### config.mk
export PLATFORM = sky130hd
export DESIGN_NAME = key_sw_device
export DESIGN_NICKNAME = d
export VERILOG_FILES = /design/src/rtl/key_sw_device_pkg.sv /design/src/rtl/key_sw_device_input_status_reg.sv /design/src/rtl/key_sw_device.sv
export SDC_FILE = /design/constraint.sdc
export NUM_CORES = 1
export LEC_CHECK = 0
export ABC_AREA = 0
export BUFFER_PORTS_ARGS = -buffer_cell sky130_fd_sc_hd__buf_2
export CORE_ASPECT_RATIO = 1.25
export CORE_UTILIZATION = 53
export DETAILED_ROUTE_END_ITERATION = 7
export GPL_TIMING_DRIVEN = 0
export PLACE_DENSITY = 0.85
export RECOVER_POWER = 100
export SETUP_SLACK_MARGIN = 0.1
export SKIP_CTS_REPAIR_TIMING = 1
export SYNTH_ARGS = -nofsm -noshare
export SYNTH_HDL_FRONTEND = slang
export SYNTH_SLANG_ARGS = --single-unit
### constraint.sdc
create_clock -name clk -period 5 [get_ports clk]
set_input_delay 1 -clock clk [delete_from_list [all_inputs] [get_ports clk]]
set_output_delay 1 -clock clk [all_outputs]
set_load 0.02 [all_outputs]
### src/rtl/key_sw_device_pkg.sv
// Shared constants for the KEY/SW memory-mapped responder: default addresses,
// control-register bit positions and input group widths.
package key_sw_device_pkg;

  localparam logic [31:0] DEF_ADDR_KEY   = 32'hF000_0010;
  localparam logic [31:0] DEF_ADDR_KCTRL = 32'hF000_0110;
  localparam logic [31:0] DEF_ADDR_SW    = 32'hF000_0014;
  localparam logic [31:0] DEF_ADDR_SCTRL = 32'hF000_0114;

  localparam int CTRL_READY = 0;
  localparam int CTRL_OVR   = 2;
  localparam int CTRL_IE    = 4;

  localparam int KEY_W = 4;
  localparam int SW_W  = 10;

  // Control register image; unused bits read as zero.
  function automatic logic [31:0] ctrl_word(input logic ready, input logic ovr, input logic ie);
    logic [31:0] w;
    w             = '0;
    w[CTRL_READY] = ready;
    w[CTRL_OVR]   = ovr;
    w[CTRL_IE]    = ie;
    return w;
  endfunction

endpackage

### src/rtl/key_sw_device_input_status_reg.sv
// One input group's data register plus its READY/OVERRUN/IE status, with
// change detection, read-to-clear and control-register writes.
module input_status_reg #(
  parameter int W = 4
) (
  input  logic         clk,
  input  logic         reset_n,
  input  logic         upd_en,
  input  logic [W-1:0] new_data,
  input  logic         rd_clr,
  input  logic         ctrl_wr,
  input  logic         wr_ie,
  input  logic         wr_ovr,
  output logic [W-1:0] data,
  output logic         ready,
  output logic         ovr,
  output logic         ie
);

  logic [W-1:0] data_q, data_d;
  logic         ready_q, ready_d;
  logic         ovr_q, ovr_d;
  logic         ie_q, ie_d;
  logic         chg;

  always_comb begin
    chg     = upd_en && (new_data != data_q);
    data_d  = chg ? new_data : data_q;
    ready_d = chg ? 1'b1 : (rd_clr ? 1'b0 : ready_q);
    ie_d    = ctrl_wr ? wr_ie : ie_q;
    ovr_d   = ovr_q;
    if (ctrl_wr && !wr_ovr) ovr_d = 1'b0;
    // A read on the same edge consumes the old value, so nothing is lost.
    if (chg && ready_q && !rd_clr) ovr_d = 1'b1;
  end

  always_ff @(posedge clk or negedge reset_n) begin
    if (!reset_n) begin
      data_q  <= '0;
      ready_q <= 1'b0;
      ovr_q   <= 1'b0;
      ie_q    <= 1'b0;
    end else begin
      data_q  <= data_d;
      ready_q <= ready_d;
      ovr_q   <= ovr_d;
      ie_q    <= ie_d;
    end
  end

  assign data  = data_q;
  assign ready = ready_q;
  assign ovr   = ovr_q;
  assign ie    = ie_q;

endmodule

### src/rtl/key_sw_device.sv
// Memory-mapped KEY/SW responder: synchronizes raw inputs, debounces SW,
// and exposes data/control registers with combinational read data and irq.
module key_sw_device
  import key_sw_device_pkg::*;
#(
  parameter int               DBITS           = 32,
  parameter logic [DBITS-1:0] ADDR_KEY        = DBITS'(DEF_ADDR_KEY),
  parameter logic [DBITS-1:0] ADDR_KCTRL      = DBITS'(DEF_ADDR_KCTRL),
  parameter logic [DBITS-1:0] ADDR_SW         = DBITS'(DEF_ADDR_SW),
  parameter logic [DBITS-1:0] ADDR_SCTRL      = DBITS'(DEF_ADDR_SCTRL),
  parameter int               DEBOUNCE_CYCLES = 100000
) (
  input  logic             clk,
  input  logic             reset_n,
  input  logic [DBITS-1:0] addr,
  input  logic [DBITS-1:0] wrt_data,
  input  logic             wrt_en,
  input  logic             rd_en,
  output logic [DBITS-1:0] rd_data,
  output logic             hit,
  input  logic [KEY_W-1:0] KEY,
  input  logic [SW_W-1:0]  SW,
  output logic             irq
);

  localparam int             CW      = $clog2(DEBOUNCE_CYCLES + 1);
  localparam logic [CW-1:0]  CNT_MAX = CW'(DEBOUNCE_CYCLES);

  logic [KEY_W-1:0] key_s1_q, key_s1_d, key_s2_q, key_s2_d;
  logic [SW_W-1:0]  sw_s1_q, sw_s1_d, sw_s2_q, sw_s2_d;
  logic [CW-1:0]    cnt_q, cnt_d;

  logic hit_key, hit_kctrl, hit_sw, hit_sctrl;
  logic [KEY_W-1:0] kdata;
  logic [SW_W-1:0]  sdata;
  logic kready, kovr, kie, sready, sovr, sie;

  always_comb begin
    key_s1_d = ~KEY;
    key_s2_d = key_s1_q;
    sw_s1_d  = SW;
    sw_s2_d  = sw_s1_q;
    // Any movement between the sync stages restarts the stability window.
    if (sw_s1_q != sw_s2_q)   cnt_d = '0;
    else if (cnt_q == CNT_MAX) cnt_d = cnt_q;
    else                       cnt_d = cnt_q + CW'(1);
  end

  always_ff @(posedge clk or negedge reset_n) begin
    if (!reset_n) begin
      key_s1_q <= '0;
      key_s2_q <= '0;
      sw_s1_q  <= '0;
      sw_s2_q  <= '0;
      cnt_q    <= '0;
    end else begin
      key_s1_q <= key_s1_d;
      key_s2_q <= key_s2_d;
      sw_s1_q  <= sw_s1_d;
      sw_s2_q  <= sw_s2_d;
      cnt_q    <= cnt_d;
    end
  end

  assign hit_key   = (addr == ADDR_KEY);
  assign hit_kctrl = (addr == ADDR_KCTRL);
  assign hit_sw    = (addr == ADDR_SW);
  assign hit_sctrl = (addr == ADDR_SCTRL);
  assign hit       = hit_key | hit_kctrl | hit_sw | hit_sctrl;

  input_status_reg #(.W(KEY_W)) u_key (
    .clk      (clk),
    .reset_n  (reset_n),
    .upd_en   (1'b1),
    .new_data (key_s2_q),
    .rd_clr   (rd_en & hit_key),
    .ctrl_wr  (wrt_en & hit_kctrl),
    .wr_ie    (wrt_data[CTRL_IE]),
    .wr_ovr   (wrt_data[CTRL_OVR]),
    .data     (kdata),
    .ready    (kready),
    .ovr      (kovr),
    .ie       (kie)
  );

  input_status_reg #(.W(SW_W)) u_sw (
    .clk      (clk),
    .reset_n  (reset_n),
    .upd_en   (cnt_q == CNT_MAX),
    .new_data (sw_s2_q),
    .rd_clr   (rd_en & hit_sw),
    .ctrl_wr  (wrt_en & hit_sctrl),
    .wr_ie    (wrt_data[CTRL_IE]),
    .wr_ovr   (wrt_data[CTRL_OVR]),
    .data     (sdata),
    .ready    (sready),
    .ovr      (sovr),
    .ie       (sie)
  );

  always_comb begin
    rd_data = '0;
    if (hit_key)        rd_data = DBITS'(kdata);
    else if (hit_kctrl) rd_data = DBITS'(ctrl_word(kready, kovr, kie));
    else if (hit_sw)    rd_data = DBITS'(sdata);
    else if (hit_sctrl) rd_data = DBITS'(ctrl_word(sready, sovr, sie));
  end

  assign irq = (kie & kready) | (sie & sready);

endmodule

; Word level (Yosys, flattened, before mapping)
; Index checks and enable logic that the tools add are counted.
[word_totals]
register_bits = 65
in_bits = 82
out_inout_bits = 34
[op_classes]
add_sub_neg = 1
n_eq_ne = 9
n_mux = 14
bitwise = 11
reduce_logical = 14
[ops]
columns = operator, n
row1 = $eq A32 B32 Y1 const B, 4
row2 = $mux W17, 2
row3 = $mux W10, 3
row4 = $ne A10 B10 Y1, 2
row5 = $add A17 B1 Y17 const B, 1
row6 = $eq A17 B17 Y1 const B, 1
row7 = $mux W1, 8
row8 = $reduce_bool A2 Y1, 4
row9 = $logic_and A1 B1 Y1, 7
row10 = $and A1 B1 Y1, 6
row11 = $mux W5, 1
row12 = $ne A4 B4 Y1, 1
row13 = $not A4 Y4, 1
row14 = $or A1 B1 Y1, 4
row15 = $logic_not A1 Y1, 3
row16 = $ne A2 B2 Y1 const B, 1

; Longest topological paths before layout
; Gate-level depths: netlist of run 1.
[depth]
depth_word = 5
depth_mapped = 7

; Hierarchy
; Synthesis of run 1 repeated with hierarchy kept, for this count alone.
[hier_totals]
cells_unflattened = 262
area_unflattened_um2 = 3059.2
[modules_own_cells]
columns = mod, n_inst, cells_each, area_each_um2
row1 = key_sw_device, 1, 198, 2152.1
row2 = input_status_reg at u_sw, 1, 42, 600.6
row3 = input_status_reg at u_key, 1, 22, 306.5

; Least setup slack after synthesis of run 1
; No wires, ideal clock.
[synth_path]
path_kind = in2out
start = in addr[7]
end = out rd_data[1]
arrival_ns = 2.414
path_slack_ns = 1.586
stages = 5
path_cell_list = nor4_1 -> nand4_1 -> or2_1 -> buf_6 -> nor3_1
[synth_between]
elab_chain_len = 4
elab_cells_between_ends = 6
classes_between = 3 x eq/ne / 3 x mux
[synth_rtl]
columns = element, line
row1 = start: declaration, key_sw_device.sv:15  ; input logic [DBITS-1:0] addr,
row2 = $eq A32 B32 Y1, key_sw_device.sv:67  ; assign hit_sw = (addr == ADDR_SW);
row3 = $mux W10, key_sw_device.sv:105  ; else if (hit_sw) rd_data = DBITS'(sdata);
row4 = $mux W10, key_sw_device.sv:104  ; else if (hit_kctrl) rd_data = DBITS'(ctrl_word(kready, kovr, kie));
row5 = $mux W10 (*), key_sw_device.sv:103  ; if (hit_key) rd_data = DBITS'(kdata);
row6 = end: declaration, key_sw_device.sv:19  ; output logic [DBITS-1:0] rd_data,
; Mark *: on every way between the ends. The rest lies on a longest branch, timed or not.

; Worst setup path in the final report of run 1
[layout_path]
start = in addr[13]
end = out rd_data[1]
; Same word-level chain as after synthesis.

==> results.json, run 1 <==
{
  "ant_nets": 0,
  "numCtsBuffers": 9,
  "postSynthRegisterBits": 65,
  "cp_slowest_cell": "sky130_fd_sc_hd__nor4_1",
  "place.gp.congestion": 0.886,
  "via_count_of_the_first_global_routing_pass": 2215,
  "postRouteWirelength_mm": 5.79,
  "yosys_synthesis_warning_count": 0,
  "worstPathArrival_ns": 2.62,
  "final.min_clock_period_ns": 3.62,
  "insertion_delay_ns": 0.33,
  "yosys.cell_types.count": 45,
  "layout_commonest_cell": "sky130_fd_sc_hd__dfrtp_1",
  "critical_path_required_ns": 4.00,
  "clkSinkCount": 65,
  "die_h_um": 87.4,
  "synth_largest_area_cell": "sky130_fd_sc_hd__dfrtp_1",
  "drt_first_iter_violations": 111,
  "clk_pin_slew_ns": 0.07,
  "core_area_um2": 5520,
  "power.share.switching_pct": 22.9,
  "clockBufferDepth": 2,
  "chipWidth_um": 70.4,
  "ys_top_cells_by_area": "sky130_fd_sc_hd__dfrtp_1 (53%), sky130_fd_sc_hd__xor2_1 (8.5%), sky130_fd_sc_hd__buf_4 (5.3%)",
  "netlist_area_um2": 3100,
  "vias_per_cell": 5.16,
  "setup_viol": 0,
  "post_route_cells_drive_above_1_share_pct": 30.6,
  "ys_async_sr_fraction_pct": 100,
  "design.final.nets": 451,
  "cts_tree": "done",
  "syn-instance-count": 274,
  "fin_skew_ns": 0.00796,
  "via_count": 2248,
  "r2r_setup_slack_ns": 2.85,
  "worst_pin_slew_ns": 0.779,
  "path_class": "in2out",
  "drc_violations": 0,
  "antenna_found_initial": 0,
  "cp_max_stage_delay_ns": 0.35,
  "port_buffers": 61,
  "p_leak_uw": 0.00181,
  "detailedRoute.firstPassIterationCount": 4,
  "rsz0062_at_grt": "no",
  "fill_cells": 412,
  "synth_enable_flop_cells": 0,
  "grt_use_total_pct": 20.0,
  "congestion_overflow_gr": 0,
  "power.sequential.fraction_pct": 49.4,
  "hold_viol_final": 0,
  "dp_wirelength_mm": 4.31,
  "fin_crit_sh_pct": 72.4,
  "crit_path_start_kind": "input pin",
  "comb_power_share_pct": 7.4,
  "final_core_utilization_pct": 68.2,
  "layout-area-overhead-vs-synth_pct": 21.6,
  "max_transition_viols_final": 0,
  "cts.htree.levels": 3,
  "slew-limit-headroom_pct": 48.1,
  "maxCapViolations": 0,
  "power-per-cell-area_nw_per_um2": 295,
  "synth_ff_type": "sky130_fd_sc_hd__dfrtp_1",
  "maximum_number_of_pins_on_one_net_before_global_route_repair": 66,
  "hold_class": "reg2reg",
  "commonest_cells_after_routing_fill_and_taps_aside": "sky130_fd_sc_hd__dfrtp_1 (65), sky130_fd_sc_hd__buf_2 (50), sky130_fd_sc_hd__xor2_1 (30)",
  "power_switching_uw": 255,
  "cp_max_fo": 6,
  "synth_largest_type_area_fraction_pct": 52.5,
  "dieArea_um2": 6150,
  "finalSetupTns_ns": 0,
  "insertedDiodeCount": 0,
  "postSynthAreaPerCell_um2": 11.3,
  "worst_ir_drop_vdd_mv": 0.261,
  "root_buffer": "sky130_fd_sc_hd__clkbuf_8",
  "sequential_share_of_the_synthesized_area_pct": 52.5,
  "num_io_pins": 116,
  "first_pass_grt_wire_length_mm": 9.55,
  "critPathCaptureType": "output port",
  "cp_cell_instances": "buf_2 -> nor4_1 -> nand4_1 -> or2_0 -> buf_6 -> nor3_1 -> clkbuf_1",
  "run_status": "finished, final reports clean",
  "routedWlPerCell_um": 13.3,
  "initial_core_util_pct": 56.1,
  "intPower_uw": 857,
  "timing.fmax_mhz": 276,
  "std_cell_rows": 30,
  "clock_power_share_pct": 43.2
}
path summary, 6_finish.rpt:
check | end | depth (start not counted) | startpoint
worst max-delay path | rd_data[1] | 7 | addr[13]
worst min register to register | key_s2_q[2] | 0 | key_s1_q[2]
worst max register to register | u_sw.data[9] | 6 | cnt_q[0]
min in group asynchronous | cnt_q[12] | 1 | reset_n
max in group asynchronous | sw_s1_q[4] | 1 | reset_n
worst min-delay path | key_s2_q[2] | 0 | key_s1_q[2]
cell families (layout without fill, tap and decap cells):
logic type / after synthesis / count (layout) / synth area share (%)
AOI/OAI and AO/OA: 20 / 20 / 4.16
xor gates and xnor gates: 37 / 37 / 10.5
adders and majority gates: 2 / 2 / 0.808
buffers and inverters: 42 / 119 / 8.29
DFF: 65 / 65 / 52.5
muxes: 15 / 15 / 5.34
other: 1 / 22 / 0.121
and+or+nand+nor: 92 / 92 / 18.3
cell usage after synthesis (2+ instances only):
| cell | instances |
|---|---|
| sky130_fd_sc_hd__dfrtp_1 | 65 |
| sky130_fd_sc_hd__xor2_1 | 30 |
| sky130_fd_sc_hd__buf_4 | 22 |
| sky130_fd_sc_hd__nor2_1 | 18 |
| sky130_fd_sc_hd__nor4_1 | 13 |
| sky130_fd_sc_hd__mux2_2 | 12 |
| sky130_fd_sc_hd__nand2_1 | 12 |
| sky130_fd_sc_hd__inv_1 | 8 |
| sky130_fd_sc_hd__clkbuf_1 | 7 |
| sky130_fd_sc_hd__nand4_1 | 7 |
| sky130_fd_sc_hd__xnor2_1 | 7 |
| sky130_fd_sc_hd__and3_1 | 6 |
| sky130_fd_sc_hd__nand3_1 | 6 |
| sky130_fd_sc_hd__a21oi_1 | 5 |
| sky130_fd_sc_hd__nand2b_1 | 5 |
| sky130_fd_sc_hd__o21ai_0 | 5 |
| sky130_fd_sc_hd__nor3_1 | 4 |
| sky130_fd_sc_hd__a22o_1 | 3 |
| sky130_fd_sc_hd__buf_2 | 3 |
| sky130_fd_sc_hd__mux2i_1 | 3 |
| sky130_fd_sc_hd__nor4b_2 | 3 |
| sky130_fd_sc_hd__and4_1 | 2 |
| sky130_fd_sc_hd__and4b_1 | 2 |
| sky130_fd_sc_hd__ha_1 | 2 |
| sky130_fd_sc_hd__nor3_2 | 2 |
| sky130_fd_sc_hd__o31ai_1 | 2 |
| sky130_fd_sc_hd__or3_1 | 2 |
metal layers:
layer  up-vias  track usage (%)  part of all wire [%]
met5         -                0                     0
met2        88             35.2                    52
met4         0             8.36                   1.3
met3         9             4.86                   6.5
li1       1091                -                     -
met1      1060             23.2                    40
power groups by stage:
stage / registers, uW / logic, uW / clock network, uW
finish: 549 / 82.7 / 480
global route: 551 / 92.3 / 511
CTS: 549 / 82.9 / 489
detailed placement: 559 / 82.5 / 0
global placement: 559 / 81.2 / 0
floorplan: 557 / 49.2 / 0
critical path: cells and delay by family:
kind	cells	cell delay (ns)
buffers and inverters	3	0.50
and+or+nand+nor	4	1.12
flip-flops by register name, summed over array words and instances (netlist names):
signal	count
u_sw.ready	1
u_key.ovr	1
u_key.data	4
sw_s1_q	10
u_sw.ie	1
key_s2_q	4
u_sw.data	10
cnt_q	17
sw_s2_q	10
u_sw.ovr	1
u_key.ready	1
key_s1_q	4
u_key.ie	1
final cells by class:
class / instances / area [um^2] / share of cell area (%)
Sequential cell: 65 / 1630 / 43.2
Multi-Input combinational cell: 188 / 1290 / 34.3
Timing Repair Buffer: 61 / 294 / 7.81
Buffer: 33 / 215 / 5.72
Clock buffer: 9 / 124 / 3.29
Clock inverter: 7 / 95.1 / 2.53
Tap cell: 64 / 80.1 / 2.13
Inverter: 9 / 38.8 / 1.03
through the flow:
stage | total power [uW] | area [um^2] | hold WS (ns) | setup slack [ns] | instances
CTS | 1120 | 3780 | 0.346 | 1.43 | 436
finish | 1110 | 3760 | 0.348 | 1.38 | 436
detailed placement | 642 | 3560 | 0.336 | 1.43 | 420
floorplan | 606 | 3170 | 0.331 | 1.59 | 295
global placement | 640 | 3560 | 0.334 | 1.44 | 420
global route | 1150 | 3760 | 0.358 | 1.23 | 436
Power figures use the tool's default switching activity.
==> run 2: changes to the inputs <==
- ABC_AREA: 0 -> 1
- CORE_UTILIZATION: 53 -> 50
- PLACE_DENSITY: 0.85 -> 0.8
- clock period: 5 -> 3.45 ns (I/O delays scaled with it)
==> run 2 against run 1 <==
Effect of this change:
- the flow now finishes with violations (max-capacitance violations, max-slew violations)
- utilization is 6.5 points lower
- power increased by 38%
- register-to-register slack worse by 1.5 ns
- largest cell class unchanged
- non-clock buffer count fell by 3
- flip-flop and latch count unchanged
- synthesized cell count rose by 61%
- sequential power rose by 45%
==> results.json, run 2 <==
{
  "port_buffers": 63,
  "std_cell_rows": 33,
  "netlist_area_um2": 3400,
  "number_of_flip_flops_in_the_largest_register": 17,
  "fin_skew_ns": 0.00844,
  "yosys.cell_types.count": 32,
  "layout_commonest_cell": "sky130_fd_sc_hd__nand2_1",
  "yosys.cell_count.top_type": "sky130_fd_sc_hd__nand2_1",
  "worst_pin_slew_ns": 1.56,
  "seq_area_um2": 1630,
  "num_io_pins": 116,
  "syn-instance-count": 442,
  "insertedDiodeCount": 0,
  "antenna_found_initial": 0,
  "timing.fmax_mhz": 338,
  "initial_core_util_pct": 51.7,
  "via_count": 2955,
  "synth_largest_type_area_fraction_pct": 47.9,
  "design.final.nets": 621,
  "ys_async_sr_fraction_pct": 100,
  "critPathCaptureType": "output port",
  "hold_viol_final": 0,
  "chipWidth_um": 75.7,
  "hold-path-cell-count": 0,
  "power-per-cell-area_nw_per_um2": 380,
  "yosys_synthesis_warning_count": 0,
  "postSynthAreaPerCell_um2": 7.68,
  "run_status": "finished, violations left",
  "synth_top_cells_by_count": "sky130_fd_sc_hd__nand2_1 (106), sky130_fd_sc_hd__dfrtp_1 (65), sky130_fd_sc_hd__nor2_1 (65), sky130_fd_sc_hd__inv_1 (62), sky130_fd_sc_hd__nand3_1 (26)",
  "numPlacedInstances": 613,
  "clkSinkCount": 65,
  "cp_max_fo": 9,
  "worst_ir_drop_vdd_mv": 0.329,
  "max_flop_register": "cnt_q",
  "synth_ff_type": "sky130_fd_sc_hd__dfrtp_1",
  "setup_viol": 0,
  "synth_enable_flop_cells": 0,
  "synth_largest_area_cell": "sky130_fd_sc_hd__dfrtp_1",
  "rsz0062_at_grt": "no",
  "p_leak_uw": 0.00210,
  "detailedRoute.firstPassIterationCount": 4,
  "crit_path_start_kind": "input pin",
  "multi_input_area_um2": 1380,
  "root_buffer": "sky130_fd_sc_hd__clkbuf_8",
  "postSynthRegisterBits": 65,
  "violations": "max-capacitance violations, max-slew violations",
  "finalSetupTns_ns": 0,
  "dieArea_um2": 7130,
  "dp_wirelength_mm": 5.04,
  "congestion_overflow_gr": 0,
  "layout-area-overhead-vs-synth_pct": 19.3,
  "vias_per_cell": 4.70,
  "path_class": "in2out",
  "worst_r2r_path_depth": 11,
  "final_core_utilization_pct": 61.7,
  "via_count_of_the_first_global_routing_pass": 2641,
  "cts.htree.levels": 3,
  "place.gp.congestion": 0.879,
  "grt_use_total_pct": 20.5,
  "post_route_cells_drive_above_1_share_pct": 19.9,
  "maximum_number_of_pins_on_one_net_before_global_route_repair": 66,
  "drt_first_iter_violations": 148,
  "commonest_cells_after_routing_fill_and_taps_aside": "sky130_fd_sc_hd__nand2_1 (108), sky130_fd_sc_hd__nor2_1 (70), sky130_fd_sc_hd__dfrtp_1 (65)",
  "postRouteWirelength_mm": 6.72,
  "fill_cells": 606,
  "worstPathArrival_ns": 2.27,
  "die_h_um": 94.1,
  "final.min_clock_period_ns": 2.96,
  "clk_pin_slew_ns": 0.07,
  "maxCapViolations": 1,
  "critical_path_required_ns": 2.76,
  "core_area_um2": 6570,
  "layout.cells.non_filler": 629,
  "max_transition_viols_final": 66,
  "numCtsBuffers": 9,
  "drc_violations": 0,
  "sequential_share_of_the_synthesized_area_pct": 47.9,
  "ys_top_cells_by_area": "sky130_fd_sc_hd__dfrtp_1 (48%), sky130_fd_sc_hd__nand2_1 (12%), sky130_fd_sc_hd__nor2_1 (7.2%)",
  "clockBufferDepth": 2,
  "ant_nets": 0,
  "insertion_delay_ns": 0.34,
  "cts_tree": "done",
  "hold_class": "reg2reg",
  "fin_crit_sh_pct": 85.7,
  "routedWlPerCell_um": 10.7,
  "slew-limit-headroom_pct": -4.25,
  "first_pass_grt_wire_length_mm": 10.8
}
run 2: critical path, stage by stage:
cell,delay [ns]
sky130_fd_sc_hd__buf_2,0.10
sky130_fd_sc_hd__nor2_1,0.09
sky130_fd_sc_hd__nand2_1,0.10
sky130_fd_sc_hd__nor2_1,0.43
sky130_fd_sc_hd__nand2_1,0.35
sky130_fd_sc_hd__o21ai_0,0.30
sky130_fd_sc_hd__buf_2,0.21
run 2: final timing paths:
kind                                end         from  slack (ns)
max                          rd_data[3]     addr[13]        0.49
min                         key_s2_q[0]  key_s1_q[0]        0.34
max reg2reg                u_sw.data[6]     cnt_q[0]        1.31
min reg2reg                 key_s2_q[0]  key_s1_q[0]        0.34
max in group asynchronous    sw_s2_q[0]      reset_n        1.78
min in group asynchronous     cnt_q[11]      reset_n        0.72
run 2: cells by family (layout without fill, tap and decap cells):
kind of cell / Yosys count / after routing / synth area share (%)
other: 1 / 22 / 0.110
XOR/XNOR: 12 / 12 / 3.10
AND/OR/NAND/NOR: 242 / 242 / 31.2
flip-flops: 65 / 65 / 47.9
adder cells (fa/ha/maj): 2 / 2 / 0.737
AO/OA/AOI/OAI: 23 / 23 / 3.57
buffers and inverters: 97 / 176 / 13.4
run 2: power by group:
part,switching [uW],internal [uW],total (uW)
combinational,70.4,54.6,125
clock,284,333,617
sequential,15.5,781,797
run 2: layout make-up:
type | instances | area share [%]
inverter | 69 | 6.39
tap | 87 | 2.69
clock buffer | 11 | 3.24
timing repair buffer | 63 | 7.56
sequential | 65 | 40.1
buffer | 28 | 4.66
clock inverter | 5 | 1.39
multi-input combinational | 301 | 33.9
run 2: layer usage:
metal	up-vias	share of wire (%)	global-route usage [%]
met5	-	0	0
met4	0	2.7	12.3
met3	16	5.3	5.79
met2	82	51	34.9
met1	1349	41	21.9
li1	1508	-	-
run 2: metrics by stage:
step                      worst slack (ns)  instance area, um^2  total power (uW)  hold slack (ns)
final                                0.492                 4050              1540            0.341
after global routing                 0.335                 4050              1610            0.357
after CTS                            0.784                 4090              1560            0.342
after global placement               0.818                 3900               933            0.332
after detailed placement             0.785                 3900               936            0.335
after floorplan                       1.10                 3470               882            0.331
==> run 3: changes to the inputs <==
- MAX_ROUTING_LAYER: not set -> met4
==> run 3 against run 2 <==
Effect of this change:
- the run still ends with max-capacitance violations, max-slew violations left
- sequential power about the same
- worst setup slack got worse by 0.0060 ns
- clock skew about the same
- die area unchanged
==> results.json, run 3 (synthesized netlist as in run 2, its figures left out) <==
{
  "vias_per_cell": 4.69,
  "clockBufferDepth": 2,
  "drt_first_iter_violations": 138,
  "drc_violations": 0,
  "cp_slowest_cell": "sky130_fd_sc_hd__nor2_1",
  "port_buffers": 63,
  "via_count_of_the_first_global_routing_pass": 2637,
  "via_count": 2950,
  "fin_crit_sh_pct": 85.9,
  "initial_core_util_pct": 51.7,
  "layout_commonest_cell": "sky130_fd_sc_hd__nand2_1",
  "finalSetupTns_ns": 0,
  "report.power.total_uw": 1540,
  "p_leak_uw": 0.00210,
  "cts_tree": "done",
  "core_area_um2": 6570,
  "cp_max_stage_delay_ns": 0.43,
  "post_route_cells_drive_above_1_share_pct": 19.9,
  "design.final.nets": 621,
  "run_status": "finished, violations left",
  "layout.cells.non_filler": 629,
  "setup_viol": 0,
  "critPathCaptureType": "output port",
  "num_io_pins": 116,
  "hold_class": "reg2reg",
  "place.gp.congestion": 0.894,
  "root_buffer": "sky130_fd_sc_hd__clkbuf_8",
  "chipWidth_um": 75.7,
  "routedWlPerCell_um": 10.7,
  "cts.htree.levels": 3,
  "grt_use_total_pct": 21.1,
  "worst_ir_drop_vdd_mv": 0.328,
  "insertion_delay_ns": 0.35,
  "violations": "max-capacitance violations, max-slew violations",
  "congestion_overflow_gr": 0,
  "antenna_found_initial": 0,
  "dp_wirelength_mm": 5.04,
  "placed_area_um2": 3900,
  "cp_cell_instances": "buf_2 -> nor2_1 -> nand2_1 -> nor2_1 -> nand2_1 -> o21ai_0 -> buf_2",
  "cp_max_fo": 9,
  "final.min_clock_period_ns": 2.96,
  "max_flop_register": "cnt_q",
  "numCtsBuffers": 9,
  "dieArea_um2": 7130,
  "die_h_um": 94.1,
  "fill_cells": 606,
  "postRouteWirelength_mm": 6.75,
  "worstPathArrival_ns": 2.27,
  "seq_area_um2": 1630,
  "number_of_flip_flops_in_the_largest_register": 17,
  "first_pass_grt_wire_length_mm": 10.8,
  "ant_nets": 0,
  "max_transition_viols_final": 66,
  "timing.fmax_mhz": 337,
  "std_cell_rows": 33,
  "clk_pin_slew_ns": 0.07,
  "worst_pin_slew_ns": 1.58,
  "maxCapViolations": 1,
  "slew-limit-headroom_pct": -5.22,
  "critical_path_required_ns": 2.76,
  "clkSinkCount": 65,
  "path_class": "in2out",
  "layout-area-overhead-vs-synth_pct": 19.3,
  "area_of_all_placed_cells_without_fillers_um2": 4050,
  "maximum_number_of_pins_on_one_net_before_global_route_repair": 66,
  "crit_path_start_kind": "input pin",
  "numPlacedInstances": 613,
  "detailedRoute.firstPassIterationCount": 4,
  "power-per-cell-area_nw_per_um2": 381,
  "hold_slack_ns": 0.342,
  "rsz0062_at_grt": "no",
  "commonest_cells_after_routing_fill_and_taps_aside": "sky130_fd_sc_hd__nand2_1 (108), sky130_fd_sc_hd__nor2_1 (70), sky130_fd_sc_hd__dfrtp_1 (65)",
  "fin_skew_ns": 0.00854,
  "multi_input_area_um2": 1380,
  "hold_viol_final": 0,
  "insertedDiodeCount": 0
}
-- run 3: cell counts in the layout (fill, tap and decap cells not counted) --
Identical to the previous run, type by type.
-- run 3: final timing paths --
kind / start / to / slack [ns] / cells after the start
max in group asynchronous: reset_n / sw_s2_q[0] / 1.77 / 1
max: addr[13] / rd_data[3] / 0.49 / 7
min reg2reg: key_s1_q[0] / key_s2_q[0] / 0.34 / 0
min in group asynchronous: reset_n / cnt_q[11] / 0.72 / 1
min: key_s1_q[0] / key_s2_q[0] / 0.34 / 0
max reg2reg: cnt_q[0] / u_sw.data[6] / 1.30 / 11
-- run 3: metrics by stage --
stage          worst slack [ns]  utilization (%)
2_1_floorplan              1.10                -
3_3_place_gp              0.818             59.4
3_5_place_dp              0.785             59.4
4_1_cts                   0.784             62.2
5_1_grt                   0.335             61.7
6_report                  0.486             61.7
-- run 3: routing by layer --
metal | share of wire (%) | GRT usage (%) | routed length (um)
met1 | 41 | 21.9 | 2760
met2 | 51 | 34.9 | 3420
met3 | 5.7 | 5.79 | 385
met4 | 2.7 | 12.8 | 182
met5 | 0 | - | 0
-- run 3: area by class of cell --
class | count | area share [%]
clock buffer | 11 | 3.24
multi-input combinational | 301 | 33.9
clock inverter | 5 | 1.39
buffer | 28 | 4.66
sequential | 65 | 40.1
inverter | 69 | 6.39
timing repair buffer | 63 | 7.56
tap | 87 | 2.69
-- run 3: worst max-delay path: cells and delay by family --
| kind | cells | cell delay, ns |
|---|---|---|
| and+or+nand+nor | 4 | 0.96 |
| buffers and inverters | 2 | 0.31 |
| AOI/OAI and AO/OA | 1 | 0.31 |
-- run 3: power breakdown --
part	leakage (uW)	internal, uW	total [uW]	switching, uW
clock	0.0000933	332	620	288
combinational	0.00120	54.6	125	70.6
sequential	0.000808	781	797	15.5
total	0.00210	1170	1540	374
